==> src/rtl/pfmon_pkg.sv <==
// pfmon_pkg: shared types and constants for the prefetch-interface monitor.
// Holds the monitor state enum and the bit positions inside o_err_code.
package pfmon_pkg;

  // Monitor view of the fetch stream: waiting for a PC, running, or parked
  // behind a bus error until the CPU redirects.
  typedef enum logic [1:0] {
    ST_IDLE = 2'd0,
    ST_RUN  = 2'd1,
    ST_ILL  = 2'd2
  } pf_state_e;

  localparam int ERR_BITS     = 5;
  localparam int ERR_HOLD     = 0;
  localparam int ERR_ADDR     = 1;
  localparam int ERR_EARLY    = 2;
  localparam int ERR_ILLDROP  = 3;
  localparam int ERR_CONTRACT = 4;

endpackage

==> src/rtl/pfmon_satcnt.sv <==
// pfmon_satcnt: saturating up-counter, sticks at all-ones instead of wrapping.
module pfmon_satcnt #(
  parameter int CW = 16
) (
  input  logic          i_clk,
  input  logic          i_reset_n,
  input  logic          inc,
  output logic [CW-1:0] o_count
);

  logic [CW-1:0] count_q;
  logic [CW-1:0] count_d;

  // Increment unless already at the ceiling.
  always_comb begin
    count_d = count_q;
    if (inc && (count_q != {CW{1'b1}})) begin
      count_d = count_q + CW'(1);
    end
  end

  // Count register, cleared asynchronously.
  always_ff @(posedge i_clk or negedge i_reset_n) begin
    if (!i_reset_n) begin
      count_q <= '0;
    end else begin
      count_q <= count_d;
    end
  end

  assign o_count = count_q;

endmodule

==> src/rtl/pf_monitor.sv <==
// pf_monitor: passive protocol checker sitting between a prefetch unit and
// the CPU. Tracks the expected fetch address, watches stalled beats for
// stability, and latches sticky error bits plus beat/stall statistics.
// Optional macro PFMON_CONTRACT_EN adds a fetch-contract check against an
// externally supplied (fc_pc, fc_insn, fc_illegal) reference.
module pf_monitor
  import pfmon_pkg::*;
#(
  parameter int ADDRESS_WIDTH = 30,
  parameter int NLANES        = 1,
  parameter int CW            = 16
) (
  input  logic                     i_clk,
  input  logic                     i_reset_n,
  input  logic                     cpu_new_pc,
  input  logic                     cpu_clear_cache,
  input  logic [ADDRESS_WIDTH+1:0] cpu_pc,
  input  logic                     pf_valid,
  input  logic                     cpu_ready,
  input  logic [ADDRESS_WIDTH+1:0] pf_pc,
  input  logic [32*NLANES-1:0]     pf_insn,
  input  logic                     pf_illegal,
`ifdef PFMON_CONTRACT_EN
  input  logic [ADDRESS_WIDTH+1:0] fc_pc,
  input  logic [31:0]              fc_insn,
  input  logic                     fc_illegal,
`endif
  input  logic                     i_clr_err,
  output logic                     o_err,
  output logic [4:0]               o_err_code,
  output logic [CW-1:0]            o_beats,
  output logic [CW-1:0]            o_stalls
);

  localparam int AW = ADDRESS_WIDTH;

  pf_state_e              state_q, state_d;
  logic [AW+1:0]          exp_q, exp_d;
  logic                   snap_valid_q, snap_valid_d;
  logic [AW+1:0]          snap_pc_q, snap_pc_d;
  logic [32*NLANES-1:0]   snap_insn_q, snap_insn_d;
  logic                   snap_ill_q, snap_ill_d;
  logic                   prev_new_pc_q, prev_new_pc_d;
  logic                   prev_clear_q, prev_clear_d;
  logic [ERR_BITS-1:0]    err_q, err_d;
  logic [ERR_BITS-1:0]    viol;

  logic accept;
  logic stall;
  logic contract_viol;

  assign accept = pf_valid && cpu_ready;
  assign stall  = pf_valid && !cpu_ready;

`ifdef PFMON_CONTRACT_EN
  // Word distance from lane 0 of the beat to the reference PC; the reference
  // falls inside the beat when that distance is below NLANES (wraps modulo 2^AW).
  logic [AW-1:0]     fc_off;
  logic [NLANES-1:0] lane_bad;
  logic              unused_fc_byte;

  assign fc_off         = fc_pc[AW+1:2] - pf_pc[AW+1:2];
  assign unused_fc_byte = ^fc_pc[1:0];

  for (genvar gi = 0; gi < NLANES; gi++) begin : g_lane
    assign lane_bad[gi] = (fc_off == AW'(gi)) && !pf_illegal &&
                          (fc_illegal || (pf_insn[32*gi +: 32] != fc_insn));
  end

  assign contract_viol = pf_valid && (|lane_bad);
`else
  assign contract_viol = 1'b0;
`endif

  // Next state: a new PC always restarts the stream, even alongside a clear.
  always_comb begin
    state_d = state_q;
    if (cpu_new_pc) begin
      state_d = ST_RUN;
    end else if (cpu_clear_cache) begin
      state_d = ST_IDLE;
    end else if ((state_q == ST_RUN) && pf_valid && pf_illegal) begin
      state_d = ST_ILL;
    end
  end

  // Expected address: reload on redirect, else step one beat on accept.
  always_comb begin
    exp_d = exp_q;
    if (cpu_new_pc) begin
      exp_d = cpu_pc;
    end else if (accept) begin
      exp_d = {exp_q[AW+1:2] + AW'(NLANES), 2'b00};
    end
  end

  // Stall snapshot and one-cycle history of the CPU control strobes.
  always_comb begin
    snap_valid_d  = stall;
    snap_pc_d     = snap_pc_q;
    snap_insn_d   = snap_insn_q;
    snap_ill_d    = snap_ill_q;
    prev_new_pc_d = cpu_new_pc;
    prev_clear_d  = cpu_clear_cache;
    if (stall) begin
      snap_pc_d   = pf_pc;
      snap_insn_d = pf_insn;
      snap_ill_d  = pf_illegal;
    end
  end

  // Protocol checks on the current inputs; sticky bits with set-over-clear.
  always_comb begin
    viol = '0;
    viol[ERR_HOLD]     = snap_valid_q && !prev_new_pc_q && !cpu_new_pc &&
                         (!pf_valid || (pf_pc != snap_pc_q) ||
                          (pf_insn != snap_insn_q) || (pf_illegal != snap_ill_q));
    viol[ERR_ADDR]     = (state_q == ST_RUN) && pf_valid && !pf_illegal &&
                         (pf_pc != exp_q);
    viol[ERR_EARLY]    = pf_valid && ((state_q == ST_IDLE) || prev_clear_q);
    viol[ERR_ILLDROP]  = (state_q == ST_ILL) && !cpu_new_pc && !pf_illegal;
    viol[ERR_CONTRACT] = contract_viol;
    err_d = (i_clr_err ? '0 : err_q) | viol;
  end

  // State registers, all cleared asynchronously.
  always_ff @(posedge i_clk or negedge i_reset_n) begin
    if (!i_reset_n) begin
      state_q       <= ST_IDLE;
      exp_q         <= '0;
      snap_valid_q  <= 1'b0;
      snap_pc_q     <= '0;
      snap_insn_q   <= '0;
      snap_ill_q    <= 1'b0;
      prev_new_pc_q <= 1'b0;
      prev_clear_q  <= 1'b0;
      err_q         <= '0;
    end else begin
      state_q       <= state_d;
      exp_q         <= exp_d;
      snap_valid_q  <= snap_valid_d;
      snap_pc_q     <= snap_pc_d;
      snap_insn_q   <= snap_insn_d;
      snap_ill_q    <= snap_ill_d;
      prev_new_pc_q <= prev_new_pc_d;
      prev_clear_q  <= prev_clear_d;
      err_q         <= err_d;
    end
  end

  pfmon_satcnt #(.CW(CW)) u_beats (
    .i_clk     (i_clk),
    .i_reset_n (i_reset_n),
    .inc       (accept),
    .o_count   (o_beats)
  );

  pfmon_satcnt #(.CW(CW)) u_stalls (
    .i_clk     (i_clk),
    .i_reset_n (i_reset_n),
    .inc       (stall),
    .o_count   (o_stalls)
  );

  assign o_err      = |err_q;
  assign o_err_code = err_q;

endmodule

==> config.mk <==
export PLATFORM = sky130hd
export DESIGN_NAME = pf_monitor
export DESIGN_NICKNAME = d
export VERILOG_FILES = /design/src/rtl/pfmon_pkg.sv /design/src/rtl/pfmon_satcnt.sv /design/src/rtl/pf_monitor.sv
export SDC_FILE = /design/constraint.sdc
export NUM_CORES = 1
export LEC_CHECK = 0
export ABC_CLOCK_PERIOD_IN_PS = 1700
export BUFFER_PORTS_ARGS = -buffer_cell sky130_fd_sc_hd__buf_2
export CORE_ASPECT_RATIO = 1.4
export CORE_MARGIN = 4
export CORE_UTILIZATION = 50
export DETAILED_ROUTE_END_ITERATION = 16
export PLACE_DENSITY_LB_ADDON = 0.25
export SYNTH_ARGS = -nofsm -noshare
export SYNTH_HDL_FRONTEND = slang
export SYNTH_SLANG_ARGS = --single-unit
==> constraint.sdc <==
create_clock -name i_clk -period 1.7 [get_ports i_clk]
set_clock_uncertainty 0.05 [all_clocks]
set_input_delay 0.17 -clock i_clk [delete_from_list [all_inputs] [get_ports i_clk]]
set_output_delay 0.17 -clock i_clk [all_outputs]
set_load 0.02 [all_outputs]
# After elaboration in Yosys (flattened, before gate mapping)
# Index checks and enable logic that the tools add are counted.
# totals
mem_bits_rw,0
in_bits,104
romBits,0
register_bits,139
out_inout_bits,38
memories,0
latchBits,0
elab_cells,56
# op_classes
bitwise_logic,1
n_addsub,3
n_div,0
mux,6
multipliers,0
n_eq_ne,8
n_shift,0
order_cmp,0
n_reduce_logical,27
# op_table
op,count
$ne 32x32->1,3
$mux 32,2
$add 16x1->16 const B,2
$ne 16x16->1 const B,2
$add 30x1->30 const B,1
$logic_and 1x1->1,14
$mux 2,3
$logic_not 1->1,5
$mux 5,1
$or 5x4->5,1
$reduce_or 5->1,1
$logic_or 1x1->1,4
$reduce_bool 3->1,1
$eq 2x1->1 const B,1
$eq 2x2->1 const B,1
$logic_not 2->1,1
$reduce_bool 2->1,1
$ne 1x1->1,1

# Logic depth before layout (Yosys ltp)
# logic_depth
ltp_word,6
depth_mapped,8
depth_no_buf,6

# Modules after synthesis
# A second synthesis with hierarchy kept.
# hier_totals
hier_cells,787
hier_area_um2,7325.8
# by_module_without_submodules
module,area_per_inst_um2,cells_each,seq_area_each_um2,instances
pf_monitor,5606.6,643,2652.5,1
pfmon_satcnt,859.6,72,400.4,2

# Worst setup path after synthesis
# Ideal clock, no wire load.
# synth_timing
path_kind,reg2reg
start,"register u_beats.count_q[6], in the netlist u_beats.o_count[6]"
end,"register u_beats.count_q[9], in the netlist u_beats.o_count[9]"
t_arrival_ns,1.595
stages_incl_launch_ff,6
setup_time_ns,0.132
synth_period_minus_slack_ns,1.777
required_time_ns,1.518
n_path_buf,0
setup_slack_ns,-0.077
cell_sequence,dfrtp_1 -> and4_4 -> nand4_4 -> o31ai_4 -> nor3_1 -> xor2_1
# synth_via
elab_chain_cells,2
word_cells_on_any_way,3
classes_between,add/sub: 1; eq/ne: 1; reduce/logical: 1
# synth_lines
element,line,text
"start, declared",pfmon_satcnt.sv:11,logic [CW-1:0] count_q;
"start signal, assigned",pfmon_satcnt.sv:27,count_q <= count_d;
branches (longest 2 deep; another with $add 16x1->16),--,
# Parallel ways; which one is timed is not known.
# A chain may end at the register's enable or synchronous reset.

# Final worst setup path
# layout_timing
start,input pf_pc[8]
end,"register err_q[0], in the netlist o_err_code[0]"
# layout_via
elab_chain_cells,6
# layout_lines
element,line,text
"start, declared",pf_monitor.sv:20,"input logic [ADDRESS_WIDTH+1:0] pf_pc,"
$ne 32x32->1,pf_monitor.sv:116,(!pf_valid || (pf_pc != snap_pc_q) ||
$logic_or 1x1->1 (2 in a row),pf_monitor.sv:116,
$logic_or 1x1->1,pf_monitor.sv:117,(pf_insn != snap_insn_q) || (pf_illegal != snap_ill_q));
$logic_and 1x1->1,pf_monitor.sv:115,viol[ERR_HOLD] = snap_valid_q && !prev_new_pc_q && !cpu_new_pc &&
$or 5x4->5,pf_monitor.sv:123,err_d = (i_clr_err ? '0 : err_q) | viol;
named net err_d[0],pf_monitor.sv:45,"logic [ERR_BITS-1:0] err_q, err_d;"
"end signal, assigned",pf_monitor.sv:147,err_q <= err_d;
"end, declared",pf_monitor.sv:45,
# The timed path passes the listed nets, and every way through them passes these cells.

==> run_results.csv <==
group,metric,value,unit
yosys,async_flop_share,100.0,%
status,status,"finished clean",
yosys,synth.mux.area_fraction,0.2986,%
clocking,clock_latency,420,ps
yosys,synth_area_leader_cell,"dfrtp_1",
setup_path,path_class,"in2reg",
yosys,ys_seq_area_share,48.47,%
yosys,yosys.area_share.simple,24.57,%
placement,gp_congestion,0.9053,
yosys,syn_area,0.007124,mm^2
clocking,cts_root_buffer,"clkbuf_16",
yosys,syn_avg_cell_area,9.252,um^2
finish,antenna_cells,0,
finish,final_cell_count_no_fill,1244,
finish,layout-drive-gt1-share,26.44,%
power,ir_worst_vdd,821.1,uV
yosys,synth_xor_area_share,16.97,%
clocking,cts_sinks,138,
yosys,synth_top_family_by_area,"simple AND/OR/NAND/NOR gates",
clocking,cts_tree,"done",
timing,period_needed,1682,ps
timing,slew_headroom,54.34,%
route,postRouteAntennaNets,0,
setup_path,reg2reg_depth,5,
yosys,yosys.area.top_type_share,48.47,%
route,wirelength,20.32,mm
yosys,synth_cells,770,
die,die-area,0.01625,mm^2
timing,fin_crit_sh,98.96,%
finish,area_growth,41.46,%
timing,tightestPinTransition,684.9,ps
global_routing,grt_max_degree,65,
placement,post-dp-hpwl,14.13,mm
setup_path,slowest_stage,"dlygate4sd3_1",
min_path,whs_path_depth,3,
global_routing,antenna_found_initial,0,
setup_path,crit_path_start_kind,"input port",
finish,nets,1153,
die,fp.dieH,149.2,um
die,fp-row-count,51,
route,viasPerCell,5.236,
yosys,synth.top_cells.by_area,"dfrtp_1 48%, xor2_1 12%, nand2_1 12%, xnor2_1 5.0%, o21ai_0 2.7%",
yosys,yosys_warnings,0,
clocking,cts_made_buffers,17,
setup_path,slowest_delay,530,ps
route,initialDrtViolationCount,323,
yosys,ys_ff_latch,138,
route,drtPass1Iterations,5,
yosys,synth_edf_count,0,
yosys,synth.most_common_cell,"nand2_1",
route,wl_per_cell,16.33,um
yosys,synth_flop_cell,"dfrtp_1",
global_routing,overflow,0,
yosys,synth_compound_area_share,6.182,%
setup_path,crit_arrival,1910,ps
placement,port_buffers,140,
timing,hold_violations,0,
setup_path,critPathMaxFanout,3,
setup_path,critPathCaptureType,"flop",
flow_run,cap_violations,0,
timing,setup_violations,0,
yosys,ys_top_cells_by_count,"222 x nand2_1, 138 x dfrtp_1, 97 x xor2_1",
power,power,9.959,mW
yosys,synth_fa_ha_area_share,0.5269,%
global_routing,grt_pass1_vias,6713,
placement,dp.cells,1114,
route,drcViolationCount,0,
clocking,cts.clk_slew.worst_paths,60,ps
timing,slew_violations,0,
timing,rsz0062_at_grt,"yes",
power,p_per_area,988.2,mW/mm^2
global_routing,track_usage,25.81,%
die,initial_core_util,50.98,%
setup_path,required,1930,ps
yosys,synth_nets,877,
die,die_w,108.9,um
die,io_pins,142,
setup_path,critical_path.cell_chain,"dlygate4sd3_1 > buf_2 > xor2_1 > nor4_1 > nand3_1 > nor4_2 > a21oi_1",
clocking,htreeDepth,4,
finish,fillers,1029,
min_path,worst_hold_path_type,"in2reg",
power,p_leak,4.848,nW
yosys,synthDistinctLibCells,49,
die,core,0.01397,mm^2
global_routing,grt_pass1_wl,32.55,mm
timing,timing.fmax,0.5944,GHz
clocking,clk_path_buf_depth,2,
route,vias,6513,
[flip-flops by register name, summed over array words and instances, names as in the netlist]
| signal | flops |
|---|---|
| exp_q | 32 |
| snap_insn_q | 32 |
| snap_pc_q | 32 |
| u_beats.o_count | 16 |
| u_stalls.o_count | 16 |
| o_err_code | 4 |
| state_q | 2 |
| prev_clear_q | 1 |
| prev_new_pc_q | 1 |
| snap_ill_q | 1 |
| snap_valid_q | 1 |
[layout by cell type, fill, tap and decap left out, drive strengths merged, types with 2 or more instances in the layout]
cell type and instances:
nor2 15, xnor2 41, a21oi 2, clkbuf 20, nand2 222, a2111oi 4
o22ai 5, inv 24, bufinv 3, nor2b 12, and2 2, nor3 10
clkinv 6, ha 3, and4 2, dlygate4sd3 89, xor2 97, buf 195
nand3 30, nand4 31, a22oi 2, and3 12, o21ai 49, nor4 24
clkinvlp 3, dfrtp 138
[worst paths after layout]
path                                    from              endpoint  slack (ps)
worst max-delay path                pf_pc[8]         o_err_code[0]          20
worst min register to register  prev_clear_q         o_err_code[2]         430
max in group asynchronous          i_reset_n         o_err_code[0]         810
worst max register to register     exp_q[16]         o_err_code[1]          60
min in group asynchronous          i_reset_n  u_stalls.o_count[13]         190
worst min-delay path               i_clr_err         o_err_code[1]          10
[cell type report]
| cell class | count | area, um^2 | area share [%] |
|---|---|---|---|
| clock buffers | 20 | 436.7 | 4.333 |
| clock inverters | 12 | 150.1 | 1.490 |
| inverters | 24 | 90.09 | 0.8939 |
| multi-input cells | 580 | 3627 | 35.99 |
| flip-flops and latches | 138 | 3467 | 34.40 |
| well taps | 185 | 231.5 | 2.297 |
| repair buffers | 285 | 2076 | 20.60 |
[kinds of logic after synthesis]
kind of cell               after synthesis
buffers and inverters                   52
AOI/OAI and AO/OA                       72
adders and majority gates                3
DFF                                    138
muxes                                    2
other                                    1
xor gates and xnor gates               138
and+or+nand+nor                        364
[critical path, delay by kind of cell]
family	cells	cell delay, ps
AO/OA/AOI/OAI	1	90
AND/OR/NAND/NOR	3	770
buffers and inverters	2	700
XOR/XNOR	1	180
[what timing repair did]
action,in CTS,in global routing
setup buffers,0,11
setup endpoints to repair,3,32
hold endpoints to repair,154,0
gates cloned,0,0
hold buffers,90,0
pin swaps,8,22
gates resized for setup,10,36
[where the power goes]
part | switching (mW) | internal [mW]
combinational | 1.17 | 1.01
sequential | 0.389 | 3.71
clock | 1.39 | 2.30
total | 2.95 | 7.01
[through the flow]
step	instance area (um^2)	hold WS (ps)	setup WS (ps)	TNS (ps)	util (%)
global route	10080	0.9880	-61.42	-115.1	72.12
CTS	9858	9.055	-67.63	-87.56	70.54
floorplan	7128	-175.6	-5.009	-5.009	-
finish	10080	9.827	17.66	0	72.12
global placement	8341	76.09	-243.1	-290.0	59.68
detailed placement	8341	74.54	-238.7	-290.4	59.68
[per-layer routing]
layer | vias up | wire (um) | share of wire (%) | global-route usage, %
met2 | 238 | 10510 | 52 | 44.19
met4 | 0 | 865 | 4.3 | 12.89
met1 | 3091 | 7829 | 39 | 30.41
met3 | 58 | 1110 | 5.5 | 5.197
met5 | - | 0 | 0 | 0
li1 | 3126 | - | - | -
Note: power is estimated with default switching activity, not from simulation.
